[src/rtl/bram_frame_streamer.sv]
// Streams one FRAME_LEN-word frame from a 1-cycle-latency BRAM as an AXI4-Stream master.
// A 2-entry FIFO absorbs the read latency, so backpressure never drops or repeats a word.
module bram_frame_streamer #(
    parameter int DATA_W    = 20,
    parameter int ADDR_W    = 10,
    parameter int FRAME_LEN = 786
) (
    input  logic              aclk,
    input  logic              aresetn,
    input  logic              start,
    input  logic [ADDR_W-1:0] base_addr,
    output logic              busy,
    output logic              done,
    output logic              bram_en,
    output logic [ADDR_W-1:0] bram_addr,
    input  logic [DATA_W-1:0] bram_rdata,
    output logic [DATA_W-1:0] m_axis_tdata,
    output logic              m_axis_tvalid,
    input  logic              m_axis_tready,
    output logic              m_axis_tlast
);
    // Counters are one bit wider than the address so FRAME_LEN == 2^ADDR_W is representable.
    localparam logic [ADDR_W:0] LEN_C  = (ADDR_W+1)'(FRAME_LEN);
    localparam logic [ADDR_W:0] LAST_C = (ADDR_W+1)'(FRAME_LEN - 1);

    typedef enum logic {IDLE, RUN} state_t;

    state_t            state_reg;
    logic [ADDR_W-1:0] base_reg;
    logic [ADDR_W-1:0] addr_hold_reg;
    logic [ADDR_W:0]   issue_cnt_reg;
    logic [ADDR_W:0]   beat_cnt_reg;
    logic              rd_pending_reg;
    logic              rd_ptr_reg;
    logic              wr_ptr_reg;
    logic [1:0]        fifo_count_reg;
    logic [DATA_W-1:0] fifo_mem_reg [2];
    logic              busy_reg;
    logic              done_reg;

    logic              pop;
    logic              issue;
    logic              last_beat;
    logic [1:0]        occupancy;
    logic [ADDR_W-1:0] issue_addr;

    assign m_axis_tvalid = (fifo_count_reg != 2'd0);
    assign pop           = m_axis_tvalid && m_axis_tready;
    assign last_beat     = (beat_cnt_reg == LAST_C);
    assign occupancy     = fifo_count_reg + {1'b0, rd_pending_reg};
    assign issue_addr    = base_reg + issue_cnt_reg[ADDR_W-1:0];

    // A read may be issued into a full pipeline only when a word leaves it in the same cycle.
    assign issue = (state_reg == RUN) && (issue_cnt_reg < LEN_C) &&
                   ((occupancy < 2'd2) || ((occupancy == 2'd2) && pop));

    assign bram_en      = issue;
    assign bram_addr    = issue ? issue_addr : addr_hold_reg;
    assign m_axis_tdata = fifo_mem_reg[rd_ptr_reg];
    assign m_axis_tlast = m_axis_tvalid && last_beat;
    assign busy         = busy_reg;
    assign done         = done_reg;

    always_ff @(posedge aclk or negedge aresetn) begin
        if (!aresetn) begin
            state_reg      <= IDLE;
            base_reg       <= '0;
            addr_hold_reg  <= '0;
            issue_cnt_reg  <= '0;
            beat_cnt_reg   <= '0;
            rd_pending_reg <= 1'b0;
            rd_ptr_reg     <= 1'b0;
            wr_ptr_reg     <= 1'b0;
            fifo_count_reg <= 2'd0;
            busy_reg       <= 1'b0;
            done_reg       <= 1'b0;
        end else begin
            done_reg       <= 1'b0;
            rd_pending_reg <= issue;
            case (state_reg)
                IDLE: begin
                    if (start) begin
                        base_reg      <= base_addr;
                        issue_cnt_reg <= '0;
                        beat_cnt_reg  <= '0;
                        busy_reg      <= 1'b1;
                        state_reg     <= RUN;
                    end
                end
                RUN: begin
                    if (issue) begin
                        issue_cnt_reg <= issue_cnt_reg + 1'b1;
                        addr_hold_reg <= issue_addr;
                    end
                    if (pop) begin
                        beat_cnt_reg <= beat_cnt_reg + 1'b1;
                        if (last_beat) begin
                            busy_reg  <= 1'b0;
                            done_reg  <= 1'b1;
                            state_reg <= IDLE;
                        end
                    end
                end
                default: state_reg <= IDLE;
            endcase

            if (rd_pending_reg) wr_ptr_reg <= ~wr_ptr_reg;
            if (pop)            rd_ptr_reg <= ~rd_ptr_reg;
            case ({rd_pending_reg, pop})
                2'b10:   fifo_count_reg <= fifo_count_reg + 2'd1;
                2'b01:   fifo_count_reg <= fifo_count_reg - 2'd1;
                default: fifo_count_reg <= fifo_count_reg;
            endcase
        end
    end

    // Read data lands in the slot addressed by the write pointer one cycle after its issue.
    generate
        for (genvar gi = 0; gi < 2; gi++) begin : g_fifo
            always_ff @(posedge aclk or negedge aresetn) begin
                if (!aresetn) begin
                    fifo_mem_reg[gi] <= '0;
                end else if (rd_pending_reg && (wr_ptr_reg == 1'(gi))) begin
                    fifo_mem_reg[gi] <= bram_rdata;
                end
            end
        end
    endgenerate

    assert property (@(posedge aclk) disable iff (!aresetn)
                     !(rd_pending_reg && (fifo_count_reg == 2'd2) && !pop));

endmodule
[config.mk]
export PLATFORM = sky130hd
export DESIGN_NAME = bram_frame_streamer
export DESIGN_NICKNAME = d
export VERILOG_FILES = /design/src/rtl/bram_frame_streamer.sv
export SDC_FILE = /design/constraint.sdc
export NUM_CORES = 1
export LEC_CHECK = 0
export ABC_AREA = 1
export CAP_MARGIN = 20
export CORE_MARGIN = 2
export CORE_UTILIZATION = 49
export DETAILED_ROUTE_END_ITERATION = 7
export PLACE_DENSITY = 0.76
export SYNTH_ARGS = -nofsm -noshare
export SYNTH_HDL_FRONTEND = slang
export SYNTH_SLANG_ARGS = --single-unit
[constraint.sdc]
create_clock -name aclk -period 1.98 [get_ports aclk]
set_input_delay 0.396 -clock aclk [delete_from_list [all_inputs] [get_ports aclk]]
set_output_delay 0.396 -clock aclk [all_outputs]
set_load 0.05 [all_outputs]
# Yosys cells after proc, flatten, opt, wreduce, memory -nomap -nowiden
# Cells that the tools add are included.
classes:
  addsub: 6
  n_lt_le_gt_ge: 3
  eq_ne: 8
  muxes: 21
  bitwise: 4
  reduce_logical: 14
op_table:
  columns: ["operator", "n"]
  rows:
  - ["20-bit 2-to-1 mux", 3]
  - ["11-bit case mux with 2 select lines", 2]
  - ["11-bit 2-to-1 mux", 3]
  - ["11-bit by 1-bit adder with 11-bit output (second input constant)", 2]
  - ["11-bit by 10-bit == test with 1-bit output (second input constant)", 1]
  - ["11-bit by 10-bit < comparator with 1-bit output (second input constant)", 1]
  - ["10-bit adder", 1]
  - ["10-bit 2-to-1 mux", 1]
  - ["1-bit 2-to-1 mux", 9]
  - ["1-bit logical AND", 7]
  - ["2-bit by 1-bit != test with 1-bit output (second input constant)", 3]
  - ["2-bit AND reduction", 3]
  - ["2-bit == test (second input constant)", 2]
  - ["1-bit case mux with 2 select lines", 2]
  - ["2-bit case mux with 2 select lines", 1]
  - ["2-bit nonzero test", 2]
  - ["1-bit inverter", 3]
  - ["3-bit AND reduction", 1]
  - ["2-bit by 1-bit adder with 2-bit output", 1]
  - ["2-bit by 1-bit adder with 2-bit output (second input constant)", 1]
  - ["2-bit by 1-bit == test with 1-bit output (second input constant)", 1]
  - ["2-bit greater-or-equal comparator (second input constant)", 1]
  - ["2-bit < comparator (second input constant)", 1]
  - ["2-bit != test (second input constant)", 1]
  - ["3 further kinds", 3]
totals:
  reg_bits: 90
  in_bits: 34
  out_inout_bits: 35
  elab_cells: 69

# Depth between registers and ports, before layout
# Gate-level depths: netlist of the first run.
depth:
  depth_word: 7
  ltp_mapped: 10
  depth_no_buf: 10

# Worst setup path after synthesis of the first run
# OpenSTA, ideal clock, no wires.
synth_path:
  path_kind: "register to output"
  start: "reg fifo_count_reg[0]"
  end: "out bram_addr[5]"
  arrival_ns: 1.857
  required_ns: 1.584
  setup_slack_ns: -0.273
  stages_incl_launch_ff: 9
  n_path_buf: 0
  cell_sequence: "dfrtp_1 > ha_1 > inv_1 > nand3_2 > nand2_1 > nand2_2 > nor2_4 > nand3_1 > nand2_1"
synth_between:
  elab_chain_len: 6
  elab_cells_between_ends: 9
  classes_between: "1 x add/sub; 1 x order compare; 1 x eq/ne; 1 x mux; 5 x reduce/logical"
synth_lines:
  columns: ["element", "line", "rtl"]
  rows:
  - ["start: declaration", "36", "logic [1:0] fifo_count_reg;"]
  - ["start signal: assignment", "110", "2'b10: fifo_count_reg <= fifo_count_reg + 2'd1;"]
  - ["start signal: assignment", "111", "2'b01: fifo_count_reg <= fifo_count_reg - 2'd1;"]
  - ["start signal: assignment", "112", "default: fifo_count_reg <= fifo_count_reg;"]
  - ["2-bit by 1-bit adder with 2-bit output or 2-bit nonzero test (tied branches)", "50, 47", null]
  - ["2-bit == test or 1-bit logical AND (tied branches)", "55, 48", null]
  - ["1-bit logical AND", "55", "((occupancy < 2'd2) || ((occupancy == 2'd2) && pop));"]
  - ["1-bit logical OR *", "55", null]
  - ["1-bit logical AND *", "54", "assign issue = (state_reg == RUN) && (issue_cnt_reg < LEN_C) &&"]
  - ["named net bram_en", "14", "output logic bram_en,"]
  - ["10-bit 2-to-1 mux *", null, null]
  - ["end: declaration", "15", "output logic [ADDR_W-1:0] bram_addr,"]
# The timed path passes the listed nets; every way through them passes the cells marked *.

# Worst setup path after layout of the first run
layout_path:
  start: "reg base_reg[3]"
  end: "out bram_addr[6]"
layout_between:
  elab_chain_len: 2
layout_lines:
  columns: ["element", "line", "rtl"]
  rows:
  - ["start: declaration", "29", "logic [ADDR_W-1:0] base_reg;"]
  - ["start signal: assignment", "83", "base_reg <= base_addr;"]
  - ["10-bit adder", "51", "assign issue_addr = base_reg + issue_cnt_reg[ADDR_W-1:0];"]
  - ["10-bit 2-to-1 mux", null, null]
# Every way passes these cells.

==> out/qor_table.md, run 1 <==
| Parameter | Value | Unit |
|---|---|---|
| Worst setup path category | flip-flop to primary output | - |
| Pin count of the biggest net entering global routing | 42 | - |
| Later-pin clock latency in the skew report | 0.36 | ns |
| Final setup violation count | 12 | - |
| Area of the core | 0.00933 | sq mm |
| Crit path cell chain | ha_4, a21oi_1, nand2_4, nand3_2, nand3b_1, nand3_2, nand2_4, buf_12 | - |
| Area Overhead vs Synth | 45.7 | % |
| Initial antenna violation count | 0 | - |
| Net count after synthesis | 668 | - |
| Critical Path Start Type | flip-flop | - |
| Post-detailed-route wirelength per cell | 15.7 | um |
| Post-detailed-placement half-perimeter wirelength | 7.96 | mm |
| Worst Max-Slew Pin Slew | 0.688 | ns |
| Total of warnings raised by yosys | 0 | - |
| WP data required | 1.58 | ns |
| Die Wd | 103 | um |
| Number of buffers created by CTS | 9 | - |
| Syn_area_per_cell | 7.68 | sq um |
| Wire length after detailed routing | 13.7 | mm |
| Number of H-tree branching levels | 3 | - |
| Boundary Pins | 69 | - |
| Vias per cell | 5.44 | - |
| Combined global-route utilization of all metal layers | 25.4 | % |
| Fraction of final layout cells sized beyond drive strength 1 | 25.6 | % |
| Fin nets | 786 | - |
| Pwr Density | 2010 | mW/mm^2 |
| Number of instances in the synthesized netlist | 619 | - |
| Congestion Overflow GR | 0 | - |
| Clk sinks | 90 | - |
| Max FFs per register | 40 | - |
| Wire length of the first global-routing pass | 21.1 | mm |
| Clock tree from TritonCTS | done | - |
| Floorplan row count | 35 | - |
| Arrival @ worst endpoint | 2.18 | ns |
| Hold violation count in the final report | 0 | - |
| Starting density of the core | 51.0 | % |
| Via count | 4735 | - |
| Worst-case setup margin in the final layout | -0.594 | ns |
| Antenna violation net count after detailed routing | 0 | - |
| Peak ir drop on the vdd network | 0.00123 | V |
| Post-Route Skew | 0.00966 | ns |
| DRT Pass-1 Iters | 6 | - |
| Post-Place Cell Area | 0.00618 | sq mm |
| CTS Root Buffer Type | sky130_fd_sc_hd__clkbuf_8 | - |
| Synth Register Bits | 90 | - |
| Setup WS pre-CTS | -0.265 | ns |
| Achievable frequency | 0.389 | GHz |
| Result of the run | finished with violations | - |
| Critical Path Fanout Max | 4 | - |
| Count of antenna diodes in the layout | 0 | - |
| Slew HR | 54.1 | % |
| Final cycle utilization of the critical path | 130 | % |
| Number of maximum-capacitance violations | 0 | - |
| Final standard cell area without fillers | 0.00693 | sq mm |
| Count of input and output buffers | 68 | - |
| CP max stage delay | 0.43 | ns |
| Post-synth design cell area | 0.00475 | sq mm |
| Count of unique library cells instantiated by Yosys | 34 | - |
| Sequential fraction of the synthesis area | 47.4 | % |
| Cells after DPL | 832 | - |
| Clock tree buffer depth | 2 | - |
| DRC | 0 | - |
| Most used cells in the layout excluding fill and tap cells | sky130_fd_sc_hd__nand2_1 (221), sky130_fd_sc_hd__dfrtp_1 (82), sky130_fd_sc_hd__inv_1 (54), sky130_fd_sc_hd__buf_4 (54), sky130_fd_sc_hd__o21ai_0 (50) | - |
| Post-route minimum period | 2.57 | ns |
| Kind of end point of the critical path | primary output | - |
| Post-route non-filler standard cell count | 871 | - |
| Path type of the worst min-delay path | flip-flop to flip-flop | - |
| Static Leak | 3.47 | nW |
| Violations in the final reports | setup timing | - |
| Summed negative setup slack over all endpoints | -4.97 | ns |
| Via count of the first global-routing pass | 4571 | - |
| RSZ-0062 raised after global routing | yes | - |
| Critical-path top delay cell | sky130_fd_sc_hd__dfrtp_1 | - |
| Die height | 103 | um |
| Total die area | 0.0105 | sq mm |
| CTS clk-pin slew, worst paths | 0.09 | ns |
| Leading cell type in the layout, fill and taps excluded | sky130_fd_sc_hd__nand2_1 | - |
| Final Max Tran Viols | 0 | - |
| Drt first-iter violations | 352 | - |
| Weighted congestion at the end of routability-driven global placement | 0.887 | - |
## cell families (layout without fill, tap and decap cells)
| logic type | Yosys count | after routing | synth area share (%) |
|---|---|---|---|
| simple gates | 348 | 350 | 30.9 |
| flops | 90 | 90 | 47.4 |
| buf+inv | 81 | 202 | 7.08 |
| compound gates | 70 | 70 | 7.79 |
| fa+ha+maj | 15 | 15 | 4.11 |
| xor+xnor | 15 | 15 | 2.76 |
## worst max-delay path: cells and delay by family, from the launching register on
kind | cells | cell delay, ns
buf+inv | 1 | 0.14
fa+ha+maj | 1 | 0.28
simple gates | 5 | 0.56
compound gates | 1 | 0.39
flops | 1 | 0.43
## routing by layer
layer | GRT usage, % | share of wire [%]
met5 | 0 | 0
met4 | 11.1 | 3.9
met3 | 4.14 | 6.7
met2 | 41.9 | 48
met1 | 33.4 | 41
## where the power goes
part	leakage [nW]	total [mW]	switching (mW)	internal (mW)
Sequential	1.12	3.06	0.477	2.58
Clock	0.107	1.39	0.672	0.716
Combinational	2.24	9.48	5.45	4.03
Total	3.47	13.9	6.60	7.32
## Yosys cell counts (all sizes together)
library cell	count	share of area [%]
buf	7	1.2
clkbuf	14	1.1
inv	60	4.7
o22ai	1	0.13
o21bai	2	0.32
ha	14	3.7
nor3	1	0.11
dfrtp	90	47
or2	4	0.53
fa	1	0.42
nor4	2	0.26
o21ai	55	6.0
nand3	35	3.9
xnor2	7	1.3
nand4	13	1.7
nand2	252	21
nand3b	2	0.32
nor2	39	3.3
o21a	1	0.16
xor2	8	1.5
a21oi	11	1.2
## final timing paths
kind,startpoint,endpoint,slack (ns),depth (start not counted)
setup / recovery,base_reg[3],bram_addr[6],-0.59,8
hold / removal,fifo_mem_reg[15],fifo_mem_reg[15],0.49,2
setup reg to reg,base_reg[3],addr_hold_reg[6],0.11,8
hold reg to reg,fifo_mem_reg[15],fifo_mem_reg[15],0.49,2
max in group asynchronous,aresetn,issue_cnt_reg[5],0.83,3
min in group asynchronous,aresetn,fifo_mem_reg[24],0.51,2
## timing repair
action / CTS / global route
endpoints found under the setup margin: 12 / 12
hold buffers: 1 / 0
cloned: 1 / 1
endpoints found under the hold margin: 30 / 0
setup buffers: 13 / 9
resized for setup: 45 / 23
pin swaps: 11 / 5
## cell type report
type                       instances  area (sq um)
clock buffer                      10           128
inverter                          60           233
timing repair buffer             126          1470
multi-input combinational        450          2580
tap                              129           161
clock inverter                     6          90.1
sequential                        90          2260
fill                             618          2400
## through the flow
stage                     hold slack (ns)  total power [mW]  utilization, %
after CTS                           0.492              13.4            72.3
after global routing                0.525              14.7            74.3
after detailed placement            0.361              11.3            66.3
final                               0.490              13.9            74.3
after global placement              0.362              11.0            66.3
after floorplan                     0.100              7.78               -
No activity file was read; power rests on OpenSTA's default activity.
==> run 2: changes to the inputs <==
- ABC_AREA: 1 -> default
- CORE_UTILIZATION: 49 -> 45
- GPL_TIMING_DRIVEN: default -> 0
- PLACE_DENSITY: 0.76 -> 0.72
==> out/qor_table.md, run 2 <==
| Parameter | Value | Unit |
|---|---|---|
| Worst-case setup margin in the final layout | -0.837 | ns |
| Cell taking the most area after synthesis | sky130_fd_sc_hd__dfrtp_1 | - |
| Final setup violation count | 15 | - |
| R2r setup slk | -0.16 | ns |
| Fraction of the core area covered by cells at the end of the flow | 65.5 | % |
| Clk sinks | 90 | - |
| Most used cells in the layout excluding fill and tap cells | sky130_fd_sc_hd__dfrtp_1 (85), sky130_fd_sc_hd__mux2_2 (60), sky130_fd_sc_hd__nand2_1 (44) | - |
| Post-route minimum period | 2.82 | ns |
| Combined global-route utilization of all metal layers | 19.3 | % |
| Synth Register Bits | 90 | - |
| Kind of end point of the critical path | primary output | - |
| Post-synth EDFFs | 0 | - |
| Asr flop ratio synth | 100 | % |
| Dominant cells by area after synthesis | sky130_fd_sc_hd__dfrtp_1 (52%), sky130_fd_sc_hd__mux2_2 (16%), sky130_fd_sc_hd__nand2_1 (5.0%), sky130_fd_sc_hd__ha_1 (4.1%), sky130_fd_sc_hd__o21ai_0 (3.1%) | - |
| Worst R2R Path Depth | 9 | - |
| Final Max Tran Viols | 0 | - |
| Post-Route Skew | 0.0102 | ns |
| Area Overhead vs Synth | 40.7 | % |
| Critical Path Fanout Max | 2 | - |
| Via count of the first global-routing pass | 3238 | - |
| Critical-path top delay cell | sky130_fd_sc_hd__dfrtp_2 | - |
| Multiplexer share of the synthesized area | 15.6 | % |
| DRC | 0 | - |
| Total of warnings raised by yosys | 0 | - |
| Post-synthesis share of cell area spent on and, or, nand and nor gates | 12.6 | % |
| Post-detailed-placement half-perimeter wirelength | 6.34 | mm |
| Area of the core | 0.00928 | sq mm |
| Number of buffers created by CTS | 9 | - |
| Clock tree buffer depth | 2 | - |
| Arrival @ worst endpoint | 2.42 | ns |
| Adder-Cell Fraction of Synth Area | 4.52 | % |
| Floorplan row count | 35 | - |
| Initial antenna violation count | 0 | - |
| Drt first-iter violations | 103 | - |
| Via count | 3229 | - |
| Starting density of the core | 46.5 | % |
| Violations in the final reports | setup timing | - |
| Total die area | 0.0104 | sq mm |
| Number of H-tree branching levels | 3 | - |
| Congestion Overflow GR | 0 | - |
| Vias per cell | 5.20 | - |
| XOR/XNOR Fraction of Synth Area | 5.27 | % |
| Later-pin clock latency in the skew report | 0.36 | ns |
| Post-synth top flop | sky130_fd_sc_hd__dfrtp_1 | - |
| Area share of the leading cell type in the synthesized netlist | 52.1 | % |
| Count of input and output buffers | 68 | - |
| Number of maximum-capacitance violations | 0 | - |
| Weighted congestion at the end of routability-driven global placement | 0.841 | - |
| List of most frequent post-synthesis cells | sky130_fd_sc_hd__dfrtp_1 (90), sky130_fd_sc_hd__mux2_2 (60), sky130_fd_sc_hd__nand2_1 (58), sky130_fd_sc_hd__o21ai_0 (27), sky130_fd_sc_hd__nor2_1 (15) | - |
| Die Wd | 102 | um |
| Post-CTS Hold Fix Bufs | 0 | - |
| CTS clk-pin slew, worst paths | 0.09 | ns |
| Fraction of final layout cells sized beyond drive strength 1 | 42.1 | % |
| Worst setup path category | flip-flop to primary output | - |
| Fin nets | 536 | - |
| Boundary Pins | 69 | - |
| Compound-Gate Fraction of Synth Area | 7.79 | % |
| Result of the run | finished with violations | - |
| Wire length of the first global-routing pass | 15.5 | mm |
| Number of instances in the synthesized netlist | 387 | - |
| Max FFs per register | 40 | - |
| Post-synth design cell area | 0.00432 | sq mm |
| Critical Path Start Type | flip-flop | - |
| Hold violation count in the final report | 0 | - |
| RSZ-0062 raised after global routing | yes | - |
| Count of unique library cells instantiated by Yosys | 38 | - |
| Post-detailed-route wirelength per cell | 16.0 | um |
| Syn_area_per_cell | 11.2 | sq um |
| Net count after synthesis | 436 | - |
| CP max stage delay | 0.45 | ns |
| Area of combinational cells with multiple inputs | 0.00241 | sq mm |
| Clock tree from TritonCTS | done | - |
| Origin of the critical flop-to-flop path | issue_cnt_reg[0] | - |
| Achievable frequency | 0.355 | GHz |
| Start point of the critical path | issue_cnt_reg[0] | - |
| Final cycle utilization of the critical path | 142 | % |
| Dominant combinational cell family by area after synthesis | multiplexers | - |
| DRT Pass-1 Iters | 4 | - |
| Path type of the worst min-delay path | primary input to async pin | - |
| CTS Root Buffer Type | sky130_fd_sc_hd__clkbuf_8 | - |
| Most common cell in the synthesized netlist | sky130_fd_sc_hd__dfrtp_1 | - |
| Pin count of the biggest net entering global routing | 51 | - |
| Count of antenna diodes in the layout | 0 | - |
| Sequential fraction of the synthesis area | 52.1 | % |
| Die height | 102 | um |
| Total area of sequential cells | 0.00226 | sq mm |
| Worst Max-Slew Pin Slew | 0.620 | ns |
| Wire length after detailed routing | 9.96 | mm |
| Antenna violation net count after detailed routing | 0 | - |
| FILL cells | 721 | - |
| WP data required | 1.58 | ns |
| Crit path cell chain | ha_4, fa_2, a211oi_2, o21ai_1, a31oi_1, xor2_1, buf_4, o21ai_4, buf_6 | - |
| Leading cell type in the layout, fill and taps excluded | sky130_fd_sc_hd__dfrtp_1 | - |
| Slew HR | 58.7 | % |
| Fin Hold WS | 0.00884 | ns |
## run 2: stage by stage
| step | cells | setup TNS (ns) | setup WS [ns] | instance area (sq um) |
|---|---|---|---|---|
| 2_1_floorplan | 387 | -3.50 | -0.392 | 4560 |
| 3_3_place_gp | 584 | -275.62 | -2.75 | 5410 |
| 3_5_place_dp | 585 | -29.40 | -1.40 | 5430 |
| 4_1_cts | 616 | -8.00 | -0.851 | 5870 |
| 5_1_grt | 621 | -9.74 | -0.949 | 6080 |
| 6_report | 621 | -8.21 | -0.837 | 6080 |
## run 2: metal layers
| metal | wire, um | GRT usage (%) | up-vias |
|---|---|---|---|
| met5 | 0 | 0 | - |
| met4 | 172 | 7.18 | 0 |
| met3 | 427 | 3.83 | 15 |
| met2 | 5020 | 32.0 | 73 |
| met1 | 4340 | 25.2 | 1596 |
| li1 | - | - | 1545 |
## run 2: layout make-up
| cell class | count | area share [%] |
|---|---|---|
| Buffer | 15 | 2.59 |
| Clock buffer | 11 | 2.33 |
| Clock inverter | 5 | 1.40 |
| Inverter | 7 | 0.638 |
| Multi-Input combinational cell | 275 | 39.7 |
| Sequential cell | 90 | 37.2 |
| Tap cell | 129 | 2.66 |
| Timing Repair Buffer | 89 | 13.5 |
## run 2: worst max-delay path: cells and delay by family (launching register included)
kind                       cells  cell delay, ns
AOI/OAI and AO/OA              4            0.67
xor gates and xnor gates       1            0.09
adders and majority gates      2            0.53
buffers and inverters          2            0.32
DFF                            1            0.45
## run 2: kinds of logic (layout without fill, tap and decap cells)
| kind of cell | count (synthesis) | count (layout) |
|---|---|---|
| and+or+nand+nor | 118 | 118 |
| DFF | 90 | 90 |
| muxes | 60 | 60 |
| AOI/OAI and AO/OA | 56 | 56 |
| xor gates and xnor gates | 26 | 26 |
| buffers and inverters | 22 | 127 |
| adders and majority gates | 15 | 15 |
## run 2: path summary, 6_finish.rpt
kind / endpoint
worst max-delay path: bram_addr[8]
max in group asynchronous: issue_cnt_reg[0]
worst max register to register: addr_hold_reg[4]
worst min-delay path: beat_cnt_reg[2]
min in group aclk: wr_ptr_reg
worst min register to register: wr_ptr_reg
## run 2: repair_timing
item,in CTS,in global routing
setup endpoints to repair,48,31
resized for setup,230,46
setup buffers,13,9
gates cloned,2,0
pin swaps,17,15
hold endpoints to repair,0,0
Power of run 2 is not shown: default switching activity piles up to over one toggle a cycle in this logic, so the estimate is an artifact.
==> run 3: changes to the inputs <==
- CORE_ASPECT_RATIO: default -> 1.75
==> out/qor_table.md, run 3 (synthesis results as in run 2) <==
| Parameter | Value | Unit |
|---|---|---|
| Result of the run | finished with violations | - |
| Violations in the final reports | setup timing | - |
| Boundary Pins | 69 | - |
| DRC | 0 | - |
| Worst-case setup margin in the final layout | -0.788 | ns |
| Fraction of the core area covered by cells at the end of the flow | 65.6 | % |
| Critical Path Start Type | flip-flop | - |
| Max FFs per register | 40 | - |
| Kind of end point of the critical path | primary output | - |
| Met2 layer wire length in the routed design | 5.73 | mm |
| Achievable frequency | 0.361 | GHz |
| Drt first-iter violations | 114 | - |
| Post-Route Skew | 0.00778 | ns |
| Count of antenna diodes in the layout | 0 | - |
| Total length of routed met3 wires | 325 | um |
| RSZ-0062 raised after global routing | yes | - |
| Met1 wire length | 3.77 | mm |
| Clk sinks | 90 | - |
| Wire length of the first global-routing pass | 16.4 | mm |
| Floorplan row count | 47 | - |
| Clock tree buffer depth | 2 | - |
| Later-pin clock latency in the skew report | 0.34 | ns |
| Post-route minimum period | 2.77 | ns |
| WP data required | 1.58 | ns |
| Post-detailed-placement half-perimeter wirelength | 6.69 | mm |
| Setup WS pre-CTS | -1.40 | ns |
| Initial antenna violation count | 0 | - |
| Final setup violation count | 18 | - |
| Starting density of the core | 45.9 | % |
| Die Wd | 78.1 | um |
| Area of the core | 0.00941 | sq mm |
| Die height | 134 | um |
| Number of H-tree branching levels | 3 | - |
| Clock tree from TritonCTS | done | - |
| Fin Hold WS | 0.0711 | ns |
| Critical Path Fanout Max | 2 | - |
| Via count of the first global-routing pass | 3460 | - |
| Combined global-route utilization of all metal layers | 20.1 | % |
| Congestion Overflow GR | 0 | - |
| Arrival @ worst endpoint | 2.37 | ns |
| Via count | 3295 | - |
| Hold violation count in the final report | 0 | - |
| Vias per cell | 5.34 | - |
| Count of input and output buffers | 68 | - |
| CTS clk-pin slew, worst paths | 0.06 | ns |
| Path type of the worst min-delay path | primary input to async pin | - |
| Most used cells in the layout excluding fill and tap cells | sky130_fd_sc_hd__dfrtp_1 (86), sky130_fd_sc_hd__mux2_2 (60), sky130_fd_sc_hd__nand2_1 (43) | - |
| Number of buffers created by CTS | 9 | - |
| Weighted congestion at the end of routability-driven global placement | 0.816 | - |
| FILL cells | 705 | - |
| Total die area | 0.0104 | sq mm |
| Worst Max-Slew Pin Slew | 0.658 | ns |
| Fin nets | 539 | - |
| Area Overhead vs Synth | 42.8 | % |
| DRT Pass-1 Iters | 6 | - |
| Slew HR | 56.2 | % |
| Post-detailed-route wirelength per cell | 16.6 | um |
| Final Max Tran Viols | 0 | - |
| Number of maximum-capacitance violations | 0 | - |
| Worst R2R Path Depth | 8 | - |
| Wire length after detailed routing | 10.2 | mm |
| Worst setup path category | flip-flop to primary output | - |
| Pin count of the biggest net entering global routing | 53 | - |
| Top Metal Used | met4 | - |
| CTS Root Buffer Type | sky130_fd_sc_hd__clkbuf_16 | - |
| Fraction of final layout cells sized beyond drive strength 1 | 41.2 | % |
| Antenna violation net count after detailed routing | 0 | - |
| Leading cell type in the layout, fill and taps excluded | sky130_fd_sc_hd__dfrtp_1 | - |
| Final cycle utilization of the critical path | 140 | % |
run 3: final timing paths:
| check | end | slack (ns) | start |
|---|---|---|---|
| worst max-delay path | bram_addr[8] | -0.79 | base_reg[0] |
| worst min-delay path | beat_cnt_reg[9] | 0.07 | aresetn |
| worst max register to register | issue_cnt_reg[3] | -0.16 | issue_cnt_reg[1] |
| worst min register to register | issue_cnt_reg[10] | 0.49 | issue_cnt_reg[10] |
| max in group asynchronous | issue_cnt_reg[6] | 1.24 | aresetn |
| min in group aclk | issue_cnt_reg[10] | 0.49 | issue_cnt_reg[10] |
run 3: cell type report:
| type | count | area (sq um) | area share [%] |
|---|---|---|---|
| clock buffer | 11 | 243 | 3.93 |
| multi-input combinational | 275 | 2420 | 39.2 |
| timing repair buffer | 92 | 851 | 13.8 |
| clock inverter | 5 | 61.3 | 0.994 |
| tap | 122 | 153 | 2.47 |
| buffer | 15 | 145 | 2.35 |
| inverter | 7 | 38.8 | 0.629 |
| sequential | 90 | 2260 | 36.6 |
run 3: worst max-delay path, stage by stage (launching register included):
cell	delay [ns]
sky130_fd_sc_hd__dfrtp_1	0.42
sky130_fd_sc_hd__ha_4	0.19
sky130_fd_sc_hd__fa_2	0.37
sky130_fd_sc_hd__a211oi_2	0.23
sky130_fd_sc_hd__o21ai_1	0.10
sky130_fd_sc_hd__a31oi_1	0.21
sky130_fd_sc_hd__xor2_1	0.29
sky130_fd_sc_hd__o21ai_4	0.07
sky130_fd_sc_hd__buf_6	0.15
run 3: routing by layer:
| layer | vias to the layer above | track usage, % |
|---|---|---|
| met3 | 26 | 3.32 |
| met2 | 71 | 37.9 |
| li1 | 1559 | - |
| met1 | 1639 | 20.8 |
| met5 | - | 0 |
| met4 | 0 | 10.7 |
run 3: per-stage QoR:
| stage | setup TNS [ns] | area [sq um] | cells |
|---|---|---|---|
| floorplan | -3.50 | 4560 | 387 |
| global placement | -263.84 | 5400 | 577 |
| detailed placement | -29.25 | 5410 | 578 |
| CTS | -7.96 | 6000 | 613 |
| global route | -9.93 | 6170 | 617 |
| finish | -8.14 | 6170 | 617 |
run 3: what timing repair did:
item | CTS | global route
gates cloned | 3 | 0
pin swaps | 24 | 26
hold buffers | 0 | 0
buffers inserted | 18 | 7
endpoints found under the setup margin | 48 | 54
resized for setup | 234 | 39
Power of run 3 is left out for the same reason.
